**config.mk**
```make
export PLATFORM = sky130hd
export DESIGN_NAME = uart_rx_flat
export DESIGN_NICKNAME = d
export VERILOG_FILES = /design/src/rtl/uart_pkg.sv /design/src/rtl/uart_rx_if.sv /design/src/rtl/uart_sync.sv /design/src/rtl/uart_rx.sv /design/src/flat_wrapper.sv
export SDC_FILE = /design/constraint.sdc
export NUM_CORES = 1
export LEC_CHECK = 0
export CAP_MARGIN = 20
export CORE_AREA = 2 2 73 75
export CTS_CLUSTER_SIZE = 16
export DETAILED_ROUTE_END_ITERATION = 10
export DIE_AREA = 0 0 75 77
export GPL_ROUTABILITY_DRIVEN = 0
export PLACE_DENSITY = 0.53
export SLEW_MARGIN = 20
export SYNTH_ARGS = -nofsm -noshare
export SYNTH_HDL_FRONTEND = slang
export SYNTH_SLANG_ARGS = --single-unit
```
**constraint.sdc**
```tcl
create_clock -name clk -period 2.9 [get_ports clk]
set_input_delay 0.725 -clock clk [delete_from_list [all_inputs] [get_ports clk]]
set_output_delay 0.725 -clock clk [all_outputs]
set_load 0.03 [all_outputs]
```
**src/rtl/uart_pkg.sv**
```systemverilog
// Shared constants and FSM state encodings for the UART receiver slice.
// The optional parity stage is enabled with the UART_RX_PARITY_EN macro.
package uart_pkg;

    localparam int   DEFAULT_NO_OF_SAMPLE = 16;
    localparam int   DEFAULT_DATA_BITS    = 8;
    localparam logic IDLE_LEVEL           = 1'b1;

    typedef logic [2:0] rx_state_t;

    localparam rx_state_t ST_IDLE      = 3'd0;
    localparam rx_state_t ST_START     = 3'd1;
    localparam rx_state_t ST_DATA      = 3'd2;
    localparam rx_state_t ST_PARITY    = 3'd3;
    localparam rx_state_t ST_STOP      = 3'd4;
    localparam rx_state_t ST_WAIT_IDLE = 3'd5;

endpackage

```
**src/rtl/uart_rx_if.sv**
```systemverilog
// Receiver output bundle: received word, result pulses and frame-in-progress flag.
// master = receiver side, slave = consumer side.
interface uart_rx_if #(
    parameter int data_bits = 8
);
    logic                 rx_active;
    logic [data_bits-1:0] rx_data;
    logic                 rx_valid;
    logic                 frame_err;
    logic                 parity_err;

    modport master (output rx_active, rx_data, rx_valid, frame_err, parity_err);
    modport slave  (input  rx_active, rx_data, rx_valid, frame_err, parity_err);
endinterface

```
**src/rtl/uart_sync.sv**
```systemverilog
// Two-flop synchronizer for the asynchronous serial line.
// Resets to the line idle level so reset never looks like a start bit.
module uart_sync
    import uart_pkg::*;
(
    input  logic clk,
    input  logic rst,
    input  logic d,
    output logic q
);
    logic meta_q, meta_d;
    logic sync_q, sync_d;

    always_comb begin
        meta_d = d;
        sync_d = meta_q;
    end

    always_ff @(posedge clk) begin
        if (rst) begin
            meta_q <= IDLE_LEVEL;
            sync_q <= IDLE_LEVEL;
        end else begin
            meta_q <= meta_d;
            sync_q <= sync_d;
        end
    end

    assign q = sync_q;
endmodule

```
**src/rtl/uart_rx.sv**
```systemverilog
// Oversampling UART receiver: start/data/(parity)/stop framing with error pulses.
// Define UART_RX_PARITY_EN to expect one even-parity bit between data and stop.
module uart_rx
    import uart_pkg::*;
#(
    parameter int no_of_sample = DEFAULT_NO_OF_SAMPLE,
    parameter int data_bits    = DEFAULT_DATA_BITS
) (
    input  logic      clk,
    input  logic      rst,
    input  logic      rx_in,
    input  logic      baud_en_rx,
    uart_rx_if.master rx_if
);
    localparam int CW = $clog2(no_of_sample);
    localparam int BW = $clog2(data_bits);
    localparam logic [CW-1:0] HALF_TICK = CW'(no_of_sample / 2 - 1);
    localparam logic [CW-1:0] LAST_TICK = CW'(no_of_sample - 1);
    localparam logic [BW-1:0] LAST_BIT  = BW'(data_bits - 1);

    logic                 rx_s;
    rx_state_t            state_q, state_d;
    logic [CW-1:0]        tick_q, tick_d;
    logic [BW-1:0]        bit_q, bit_d;
    logic [data_bits-1:0] shift_q, shift_d;
    logic [data_bits-1:0] data_q, data_d;
    logic                 rx_prev_q, rx_prev_d;
    logic                 valid_q, valid_d;
    logic                 ferr_q, ferr_d;
`ifdef UART_RX_PARITY_EN
    logic                 par_bad_q, par_bad_d;
    logic                 perr_q, perr_d;
`endif

    uart_sync u_sync (
        .clk (clk),
        .rst (rst),
        .d   (rx_in),
        .q   (rx_s)
    );

    always_comb begin
        state_d   = state_q;
        tick_d    = tick_q;
        bit_d     = bit_q;
        shift_d   = shift_q;
        data_d    = data_q;
        rx_prev_d = rx_s;
        valid_d   = 1'b0;
        ferr_d    = 1'b0;
`ifdef UART_RX_PARITY_EN
        par_bad_d = par_bad_q;
        perr_d    = 1'b0;
`endif
        case (state_q)
            ST_IDLE: begin
                // rx_prev_q resets low, so the line must be seen high before an edge counts
                if (rx_prev_q && !rx_s) begin
                    state_d = ST_START;
                    tick_d  = '0;
                    bit_d   = '0;
`ifdef UART_RX_PARITY_EN
                    par_bad_d = 1'b0;
`endif
                end
            end
            ST_START: begin
                if (baud_en_rx) begin
                    if (tick_q == HALF_TICK) begin
                        tick_d  = '0;
                        state_d = rx_s ? ST_IDLE : ST_DATA;
                    end else begin
                        tick_d = tick_q + 1'b1;
                    end
                end
            end
            ST_DATA: begin
                if (baud_en_rx) begin
                    if (tick_q == LAST_TICK) begin
                        tick_d  = '0;
                        shift_d = {rx_s, shift_q[data_bits-1:1]};
                        bit_d   = bit_q + 1'b1;
                        if (bit_q == LAST_BIT) begin
`ifdef UART_RX_PARITY_EN
                            state_d = ST_PARITY;
`else
                            state_d = ST_STOP;
`endif
                        end
                    end else begin
                        tick_d = tick_q + 1'b1;
                    end
                end
            end
`ifdef UART_RX_PARITY_EN
            ST_PARITY: begin
                if (baud_en_rx) begin
                    if (tick_q == LAST_TICK) begin
                        tick_d    = '0;
                        par_bad_d = (^shift_q) ^ rx_s;
                        state_d   = ST_STOP;
                    end else begin
                        tick_d = tick_q + 1'b1;
                    end
                end
            end
`endif
            ST_STOP: begin
                if (baud_en_rx) begin
                    if (tick_q == LAST_TICK) begin
                        tick_d = '0;
`ifdef UART_RX_PARITY_EN
                        perr_d = par_bad_q;
                        if (rx_s && !par_bad_q) begin
`else
                        if (rx_s) begin
`endif
                            valid_d = 1'b1;
                            data_d  = shift_q;
                        end
                        if (rx_s) begin
                            state_d = ST_IDLE;
                        end else begin
                            ferr_d  = 1'b1;
                            state_d = ST_WAIT_IDLE;
                        end
                    end else begin
                        tick_d = tick_q + 1'b1;
                    end
                end
            end
            ST_WAIT_IDLE: begin
                if (rx_s) begin
                    state_d = ST_IDLE;
                end
            end
            default: begin
                state_d = ST_IDLE;
            end
        endcase
    end

    always_ff @(posedge clk) begin
        if (rst) begin
            state_q   <= ST_IDLE;
            tick_q    <= '0;
            bit_q     <= '0;
            shift_q   <= '0;
            data_q    <= '0;
            rx_prev_q <= 1'b0;
            valid_q   <= 1'b0;
            ferr_q    <= 1'b0;
`ifdef UART_RX_PARITY_EN
            par_bad_q <= 1'b0;
            perr_q    <= 1'b0;
`endif
        end else begin
            state_q   <= state_d;
            tick_q    <= tick_d;
            bit_q     <= bit_d;
            shift_q   <= shift_d;
            data_q    <= data_d;
            rx_prev_q <= rx_prev_d;
            valid_q   <= valid_d;
            ferr_q    <= ferr_d;
`ifdef UART_RX_PARITY_EN
            par_bad_q <= par_bad_d;
            perr_q    <= perr_d;
`endif
        end
    end

    assign rx_if.rx_active = (state_q != ST_IDLE) && (state_q != ST_WAIT_IDLE);
    assign rx_if.rx_data   = data_q;
    assign rx_if.rx_valid  = valid_q;
    assign rx_if.frame_err = ferr_q;
`ifdef UART_RX_PARITY_EN
    assign rx_if.parity_err = perr_q;
`else
    assign rx_if.parity_err = 1'b0;
`endif
endmodule

```
**src/flat_wrapper.sv**
```systemverilog
// flat-port wrapper written by rule: the top's interface ports become plain ports
module uart_rx_flat import uart_pkg::*;
#(
    parameter int no_of_sample = DEFAULT_NO_OF_SAMPLE,
    parameter int data_bits    = DEFAULT_DATA_BITS
)
  (clk, rst, rx_in, baud_en_rx, rx_if_rx_active, rx_if_rx_data, rx_if_rx_valid, rx_if_frame_err, rx_if_parity_err);
  uart_rx_if #(.data_bits(data_bits)) rx_if_i ();
  input  logic clk;
  input  logic rst;
  input  logic rx_in;
  input  logic baud_en_rx;
  output wire logic [$bits(rx_if_i.rx_active)-1:0] rx_if_rx_active;
  output wire logic [$bits(rx_if_i.rx_data)-1:0] rx_if_rx_data;
  output wire logic [$bits(rx_if_i.rx_valid)-1:0] rx_if_rx_valid;
  output wire logic [$bits(rx_if_i.frame_err)-1:0] rx_if_frame_err;
  output wire logic [$bits(rx_if_i.parity_err)-1:0] rx_if_parity_err;
  assign rx_if_rx_active = rx_if_i.rx_active;
  assign rx_if_rx_data = rx_if_i.rx_data;
  assign rx_if_rx_valid = rx_if_i.rx_valid;
  assign rx_if_frame_err = rx_if_i.frame_err;
  assign rx_if_parity_err = rx_if_i.parity_err;
  uart_rx #(.no_of_sample(no_of_sample), .data_bits(data_bits)) u_core (.clk(clk), .rst(rst), .rx_in(rx_in), .baud_en_rx(baud_en_rx), .rx_if(rx_if_i));
endmodule
```
==> flow_metrics.py, run 1 <==
metrics = {
    "power": {
        "power.internal_mw": 0.621,
        "p_per_area_mw_per_mm2": 485,
        "p_switching_mw": 0.208,
        "p_total_mw": 0.829,
        "combPwrFrac_pct": 7.7,
        "power.share.switching_pct": 25.1,
        "pwr-share-seq_pct": 52.2,
        "p_leak_nw": 0.597,
        "vdd_drop_max_mv": 0.282,
        "clkPwrFrac_pct": 40.1,
    },
    "detailed_routing": {
        "viasPerCell": 4.68,
        "drtAntennaViolNets": 0,
        "wl_per_cell_um": 11.7,
        "first_pass_iters": 4,
        "wl_um": 2780,
        "drt_iter0_markers": 42,
        "post-route-drc-count": 0,
        "via_count": 1110,
    },
    "cts": {
        "cts_sinks": 31,
        "cts_setup_buffers": 0,
        "htreeDepth": 2,
        "cts_root_buf": "clkbuf_8",
        "cts_resized": 0,
        "clkTransAtPathRegs_ns": 0.07,
        "clkLatencyLatePin_ns": 0.29,
        "clock_path_buffers": 2,
        "cts_tree": "done",
        "hold_buffers": 0,
        "cts_buffers": 5,
    },
    "yosys": {
        "synthesis.nets": 162,
        "ys_seq_elements": 31,
        "netlist_top_cells_area": "dfxtp_1, mux2i_1, nor2_1",
        "async_reset_ff_share_pct": 0,
        "synth_area_mm2": 0.00146,
        "synth_largest_area_cell": "dfxtp_1",
        "avgSynthCellArea_um2": 9.44,
        "synth_edf_count": 0,
        "synth_cell_type_count": 44,
        "syn_inst": 155,
        "yosysSeqAreaShare_pct": 42.4,
        "synth.top_cell.area_share_pct": 42.4,
        "dominantRegCellSynth": "dfxtp_1",
        "yosysWarnings": 0,
    },
    "worst_setup_path": {
        "cp_max_fo": 13,
        "worstPathRequired_ns": 2.17,
        "end_kind": "output pin",
        "crit_arrival_ns": 1.91,
        "cp-start-kind": "flip-flop",
        "worstSetupPathType": "reg -> out",
    },
    "die": {
        "die_w_um": 75,
        "rows": 26,
        "ios": 16,
        "die_area_mm2": 0.00578,
        "chipHeight_um": 77,
        "initial_core_util_pct": 29.4,
        "coreArea_mm2": 0.00498,
    },
    "global_route": {
        "track_usage_pct": 11.2,
        "grt_max_degree": 34,
        "grt_overflow_total": 0,
        "grt_pass1_wl_um": 5060,
        "grt_pass1_vias": 1132,
        "antenna_found_initial": 0,
    },
    "final_layout": {
        "antennaDiodeCount": 0,
        "final_common_cell": "dfxtp_1",
        "utilization_pct": 34.4,
        "layout_common_cells": "dfxtp_1, nor2_1, mux2i_1",
        "nets": 173,
        "layout-drive-gt1-share_pct": 13.8,
        "area_growth_syn_to_layout_pct": 16.9,
    },
    "timing": {
        "max_slew_margin_pct": 60.9,
        "rsz0062_at_grt": "no",
        "finalMaxSlewViolations": 0,
        "skew_ns": 0.00951,
        "tightestPinTransition_ns": 0.586,
        "clock.fmax_ghz": 0.379,
        "post-route-period-util_pct": 90.9,
        "final.setup.tns_ns": 0,
        "setup-violations-final": 0,
        "min_period_ns": 2.64,
        "fin_hold_ws_ns": 0.415,
        "hold_viol_final": 0,
    },
    "place": {
        "dp_hpwl_um": 1870,
        "port_buffers": 14,
    },
    "status": {
        "outcome": "finished clean",
    },
    "worst_hold_path": {
        "hold_class": "reg -> reg",
    },
    "job": {
        "drv_cap": 0,
    },
}
-- power groups by stage --
stage	Combinational (mW)	Sequential, mW	Clock, mW
2_1_floorplan	0.0529	0.440	0
3_3_place_gp	0.0619	0.442	0
3_5_place_dp	0.0633	0.442	0
4_1_cts	0.0635	0.433	0.346
5_1_grt	0.0699	0.433	0.365
6_report	0.0635	0.433	0.333
-- registers in the layout, summed over array words and instances (netlist names) --
signal,cells
u_core.rx_if.rx_data,8
u_core.shift_q,8
u_core.tick_q,4
u_core.bit_q,3
u_core.state_q,3
u_core.rx_if.frame_err,1
u_core.rx_if.rx_valid,1
u_core.rx_prev_q,1
u_core.u_sync.meta_q,1
u_core.u_sync.q,1
-- kinds of logic (layout without fill, tap and decap cells) --
kind of cell             after synthesis  after routing  share of synthesized area, %
buffers and inverters                 13             25                          5.99
AO/OA/AOI/OAI                         24             24                          11.0
XOR/XNOR                               2              2                          1.20
adder cells (fa/ha/maj)                3              3                          2.57
flip-flops                            31             31                          42.4
AND/OR/NAND/NOR                       63             63                          24.2
other                                  1              1                         0.256
multiplexers                          18             18                          12.3
-- final cells by class --
cell class / instances / area, µm²
clock buffer: 6 / 72.6
clock inverter: 2 / 12.5
fill: 516 / 3270
multi-input combinational: 111 / 754
sequential: 31 / 621
tap: 70 / 87.6
timing repair buffer: 17 / 163
-- Yosys cell counts (all sizes together), types with 2 or more instances --
library cell	n
nor3	2
a21oi	9
nand2	11
o21ai	7
nand3	3
nor2b	3
nand3b	2
nor4b	2
xor2	2
o41ai	2
nor3b	2
clkbuf	5
and3	2
ha	3
nand4	2
or3b	2
mux2i	18
nand2b	2
dfxtp	31
buf	8
nor2	24
or2	2
-- worst max-delay path, stage by stage, from the launching register on --
cell,delay (ns)
dfxtp_1,0.59
nor2_2,0.17
o21bai_1,0.18
clkdlybuf4s50_1,0.69
-- per-layer routing --
metal / wire length [µm] / GRT usage, %
met1: 1350 / 13.8
met2: 1250 / 16.4
met3: 115 / 3.94
met4: 66 / 6.96
met5: 0 / 0
-- through the flow --
stage | setup slack [ns] | area (µm²) | std cells
2_1_floorplan | 0.905 | 1460 | 155
3_3_place_gp | 0.478 | 1630 | 229
3_5_place_dp | 0.426 | 1630 | 229
4_1_cts | 0.251 | 1710 | 237
5_1_grt | 0.101 | 1710 | 237
6_report | 0.265 | 1710 | 237
-- final timing paths --
path / slack (ns) / to / depth (start not counted) / start
worst max-delay path: 0.26 / rx_if_rx_active / 3 / u_core.state_q[2]
worst min-delay path: 0.41 / u_core.u_sync.q / 1 / u_core.u_sync.meta_q
worst max register to register: 1.03 / u_core.state_q[2] / 5 / u_core.state_q[1]
worst min register to register: 0.41 / u_core.u_sync.q / 1 / u_core.u_sync.meta_q
Power figures use the tool's default switching activity.
==> run 2: changes to the inputs <==
--- a/config.mk
+++ b/config.mk
@@ -5,11 +5,12 @@
 export SDC_FILE = /design/constraint.sdc
 export NUM_CORES = 1
 export LEC_CHECK = 0
+export ABC_AREA = 1
 export CAP_MARGIN = 20
-export CORE_AREA = 2 2 73 75
+export CORE_AREA = 2 2 75 77
 export CTS_CLUSTER_SIZE = 16
 export DETAILED_ROUTE_END_ITERATION = 10
-export DIE_AREA = 0 0 75 77
+export DIE_AREA = 0 0 77 79
 export GPL_ROUTABILITY_DRIVEN = 0
 export PLACE_DENSITY = 0.53
 export SLEW_MARGIN = 20
==> flow_metrics.py, run 2 <==
metrics = {
    "worst_setup_path": {
        "cp_max_fo": 11,
        "cp-start-kind": "flip-flop",
        "worstSetupPathType": "reg -> out",
        "crit_arrival_ns": 1.90,
        "end_kind": "output pin",
        "worstPathRequired_ns": 2.17,
    },
    "detailed_routing": {
        "drt_iter0_markers": 44,
        "first_pass_iters": 4,
        "viasPerCell": 4.25,
        "wl_um": 3050,
        "via_count": 1288,
        "drtAntennaViolNets": 0,
        "post-route-drc-count": 0,
        "wl_per_cell_um": 10.1,
    },
    "yosys": {
        "synth.top_cell.area_share_pct": 40.6,
        "synth_cell_type_count": 25,
        "yosysSeqAreaShare_pct": 40.6,
        "ys_seq_elements": 31,
        "avgSynthCellArea_um2": 7.11,
        "yosysWarnings": 0,
        "synthesis.nets": 222,
        "syn_inst": 215,
        "dominantRegCellSynth": "dfxtp_1",
        "synth_largest_area_cell": "dfxtp_1",
        "synth.most_common_cell": "nor2_1",
        "synthTopCellsByCount": "nor2_1, nand2_1, dfxtp_1",
        "synth_edf_count": 0,
        "async_reset_ff_share_pct": 0,
        "netlist_top_cells_area": "dfxtp_1, nor2_1, nand2_1",
        "synth_area_mm2": 0.00153,
    },
    "cts": {
        "cts_tree": "done",
        "clkLatencyLatePin_ns": 0.29,
        "cts_setup_buffers": 0,
        "clock_path_buffers": 2,
        "cts_resized": 0,
        "hold_buffers": 0,
        "cts_root_buf": "clkbuf_8",
        "cts_buffers": 5,
        "cts_sinks": 31,
        "htreeDepth": 2,
        "clkTransAtPathRegs_ns": 0.07,
    },
    "final_layout": {
        "area_growth_syn_to_layout_pct": 19.7,
        "layout.cells.non_filler": 303,
        "layout_common_cells": "nor2_1, nand2_1, dfxtp_1",
        "nets": 237,
        "layout-drive-gt1-share_pct": 14.3,
        "antennaDiodeCount": 0,
        "final_common_cell": "nor2_1",
    },
    "timing": {
        "post-route-period-util_pct": 90.5,
        "min_period_ns": 2.62,
        "setup-violations-final": 0,
        "skew_ns": 0.00689,
        "fin_hold_ws_ns": 0.415,
        "finalMaxSlewViolations": 0,
        "tightestPinTransition_ns": 0.610,
        "rsz0062_at_grt": "no",
        "max_slew_margin_pct": 59.3,
        "final.setup.tns_ns": 0,
        "hold_viol_final": 0,
        "fin_ws_ns": 0.275,
        "clock.fmax_ghz": 0.381,
    },
    "power": {
        "p_leak_nw": 0.792,
        "p_per_area_mw_per_mm2": 958,
        "vdd_drop_max_mv": 0.365,
    },
    "global_route": {
        "track_usage_pct": 11.5,
        "grt_max_degree": 24,
        "grt_pass1_wl_um": 5410,
        "antenna_found_initial": 0,
        "grt_overflow_total": 0,
        "grt_pass1_vias": 1228,
    },
    "die": {
        "coreArea_mm2": 0.00534,
        "ios": 16,
        "die_w_um": 77,
        "chipHeight_um": 79,
        "rows": 27,
        "initial_core_util_pct": 28.6,
        "die_area_mm2": 0.00608,
    },
    "status": {
        "outcome": "finished clean",
    },
    "place": {
        "port_buffers": 14,
        "dp_slack_ns": 0.597,
        "dp.cells": 295,
        "dp_hpwl_um": 2200,
    },
    "worst_hold_path": {
        "hold_class": "reg -> reg",
    },
    "job": {
        "drv_cap": 0,
    },
}
-- run 2: changes by cell type after synthesis, sizes merged, moves of 3 or more --
cell    delta
nand2     +32
nor2      +32
mux2i     -18
nand3     +18
inv       +17
o21ai     +17
a21oi      -3
buf        -3
clkbuf     -3
nor2b      -3
-- run 2: worst paths after layout --
path                        startpoint               to  slack (ns)  cells after the start
setup / recovery     u_core.state_q[1]  rx_if_rx_active        0.28                      5
setup reg to reg     u_core.state_q[2]  u_core.bit_q[0]        1.33                      7
hold reg to reg   u_core.u_sync.meta_q  u_core.u_sync.q        0.42                      1
hold / removal    u_core.u_sync.meta_q  u_core.u_sync.q        0.42                      1
-- run 2: cells by family after synthesis --
kind of cell | share of synthesized area [%]
fa+ha+maj | 2.46
flops | 40.6
buf+inv | 8.02
other cells | 0.245
xor+xnor | 0.573
simple gates | 38.3
compound gates | 9.82
-- run 2: critical path: stages (launching register included) --
cell and delay, ns:
dfxtp_1 0.58, inv_2 0.11, nand2_1 0.11, nand2_1 0.05
o21ai_0 0.08, clkdlybuf4s50_1 0.68
-- run 2: layer usage --
metal,up-vias,share of wire (%),track usage [%]
met5,-,0,0
met4,0,2.3,6.96
met3,5,3.5,3.86
met2,20,44,18.6
met1,549,50,13.3
li1,714,-,-
-- run 2: power breakdown --
group / switching [mW] / total, mW / internal, mW
combinational: 0.467 / 0.736 / 0.269
sequential: 0.0876 / 0.572 / 0.484
clock: 0.168 / 0.446 / 0.278
-- run 2: final cells by class --
| type | instances | area (µm²) |
|---|---|---|
| fillers | 602 | 3510 |
| multi-input cells | 159 | 786 |
| flip-flops and latches | 31 | 621 |
| repair buffers | 15 | 148 |
| well taps | 72 | 90.1 |
| clock buffers | 6 | 82.6 |
| inverters | 18 | 68.8 |
| clock inverters | 2 | 35.0 |
-- run 2: metrics by stage --
| step | cell area [µm²] | util, % | power, mW |
|---|---|---|---|
| 4_1_cts | 1830 | 34.3 | 1.77 |
| 2_1_floorplan | 1530 | - | 1.21 |
| 6_report | 1830 | 34.3 | 1.75 |
| 3_3_place_gp | 1710 | 32.1 | 1.32 |
| 5_1_grt | 1830 | 34.3 | 1.92 |
| 3_5_place_dp | 1710 | 32.1 | 1.32 |
==> run 3: changes to the inputs <==
--- a/config.mk
+++ b/config.mk
@@ -7,12 +7,13 @@
 export LEC_CHECK = 0
 export ABC_AREA = 1
 export CAP_MARGIN = 20
-export CORE_AREA = 2 2 75 77
+export CORE_AREA = 8 8 81 83
 export CTS_CLUSTER_SIZE = 16
 export DETAILED_ROUTE_END_ITERATION = 10
-export DIE_AREA = 0 0 77 79
+export DIE_AREA = 0 0 89 91
 export GPL_ROUTABILITY_DRIVEN = 0
 export PLACE_DENSITY = 0.53
+export RECOVER_POWER = 25
 export SLEW_MARGIN = 20
 export SYNTH_ARGS = -nofsm -noshare
 export SYNTH_HDL_FRONTEND = slang
==> flow_metrics.py, run 3 (synthesized netlist as in run 2, its figures left out) <==
metrics = {
    "status": {
        "outcome": "finished clean",
    },
    "power": {
        "p_per_area_mw_per_mm2": 961,
        "p_total_mw": 1.76,
        "vdd_drop_max_mv": 0.412,
        "p_leak_nw": 0.794,
    },
    "final_layout": {
        "nets": 238,
        "antennaDiodeCount": 0,
        "layout-drive-gt1-share_pct": 13.4,
        "nFillCells": 614,
        "area_growth_syn_to_layout_pct": 19.6,
        "layout_common_cells": "nor2_1, nand2_1, dfxtp_1",
        "final_common_cell": "nor2_1",
        "layout.cells.non_filler": 304,
    },
    "worst_hold_path": {
        "hold-path-cell-count": 1,
        "min_from": "u_core.u_sync.meta_q",
        "hold_class": "reg -> reg",
        "min_to": "u_core.u_sync.q",
    },
    "die": {
        "die_area_mm2": 0.00810,
        "die_w_um": 89,
        "rows": 27,
        "chipHeight_um": 91,
        "ios": 16,
        "coreArea_mm2": 0.00534,
        "initial_core_util_pct": 28.6,
    },
    "job": {
        "drv_cap": 0,
    },
    "place": {
        "dp.cells": 296,
        "port_buffers": 14,
        "dp_hpwl_um": 2290,
    },
    "global_route": {
        "grt_pass1_wl_um": 5440,
        "track_usage_pct": 8.41,
        "antenna_found_initial": 0,
        "grt_max_degree": 24,
        "grt_pass1_vias": 1235,
        "grt_overflow_total": 0,
    },
    "detailed_routing": {
        "drtAntennaViolNets": 0,
        "first_pass_iters": 4,
        "drt_iter0_markers": 48,
        "post-route-drc-count": 0,
        "wl_per_cell_um": 10.3,
        "viasPerCell": 4.27,
        "via_count": 1298,
        "wl_um": 3140,
    },
    "worst_setup_path": {
        "worstPathRequired_ns": 2.17,
        "r2r-start": "u_core.tick_q[0]",
        "reg2reg_to": "u_core.shift_q[0]",
        "cp-start-kind": "flip-flop",
        "end_kind": "output pin",
        "cp_max_fo": 11,
        "crit_start": "u_core.state_q[1]",
        "reg2reg_setup_slack_ns": 1.27,
        "crit_arrival_ns": 1.89,
        "worstSetupPathType": "reg -> out",
        "rr_worst_depth": 8,
    },
    "timing": {
        "clock.fmax_ghz": 0.382,
        "skew_ns": 0.00478,
        "min_period_ns": 2.62,
        "hold_viol_final": 0,
        "setup-violations-final": 0,
        "final.setup.tns_ns": 0,
        "max_slew_margin_pct": 59.3,
        "finalMaxSlewViolations": 0,
        "fin_hold_ws_ns": 0.412,
        "rsz0062_at_grt": "no",
        "post-route-period-util_pct": 90.3,
        "tightestPinTransition_ns": 0.610,
    },
    "cts": {
        "hold_buffers": 0,
        "clkTransAtPathRegs_ns": 0.07,
        "cts_root_buf": "clkbuf_8",
        "htreeDepth": 2,
        "clock_path_buffers": 2,
        "cts_resized": 0,
        "cts_tree": "done",
        "cts_sinks": 31,
        "cts_setup_buffers": 0,
        "clkLatencyLatePin_ns": 0.28,
        "cts_buffers": 5,
    },
}
==> run 3: layout make-up <==
| type | count | area, µm² | area share, % |
|---|---|---|---|
| multi-input cells | 159 | 781 | 42.7 |
| flip-flops and latches | 31 | 621 | 33.9 |
| repair buffers | 16 | 151 | 8.28 |
| well taps | 72 | 90.1 | 4.92 |
| clock buffers | 6 | 82.6 | 4.51 |
| inverters | 18 | 68.8 | 3.76 |
| clock inverters | 2 | 35.0 | 1.92 |
==> run 3: through the flow <==
step | utilization, % | instance area (µm²) | setup slack, ns
2_1_floorplan | - | 1530 | 0.993
3_3_place_gp | 32.2 | 1720 | 0.630
3_5_place_dp | 32.2 | 1720 | 0.592
4_1_cts | 34.4 | 1840 | 0.283
5_1_grt | 34.3 | 1830 | 0.159
6_report | 34.3 | 1830 | 0.282
==> run 3: report_power, final <==
group / switching (mW) / leakage (nW) / internal [mW]
Clock: 0.170 / 0.0612 / 0.278
Sequential: 0.0650 / 0.252 / 0.484
Combinational: 0.488 / 0.481 / 0.274
==> run 3: critical path: stages (launching register included) <==
cell,delay [ns]
dfxtp_1,0.58
inv_2,0.11
nand2_1,0.11
nand2_1,0.05
o21ai_0,0.07
clkdlybuf4s50_1,0.69
==> run 3: worst max path at each step <==
stage | cells past startpoint | slack (ns) | end
2_1_floorplan | 3 | 0.99 | rx_if_rx_active
3_3_place_gp | 5 | 0.63 | rx_if_rx_active
3_5_place_dp | 5 | 0.59 | rx_if_rx_active
4_1_cts | 5 | 0.28 | rx_if_rx_active
5_1_grt | 5 | 0.16 | rx_if_rx_active
6_report | 5 | 0.28 | rx_if_rx_active
==> run 3: per-layer routing <==
metal  vias to the layer above  global-route usage [%]  routed length [µm]
met2                        21                    13.5                1380
met4                         0                    4.16                  63
met5                         -                       0                   0
met1                       562                    9.82                1550
met3                         6                    2.52                 144
li1                        709                       -                   -
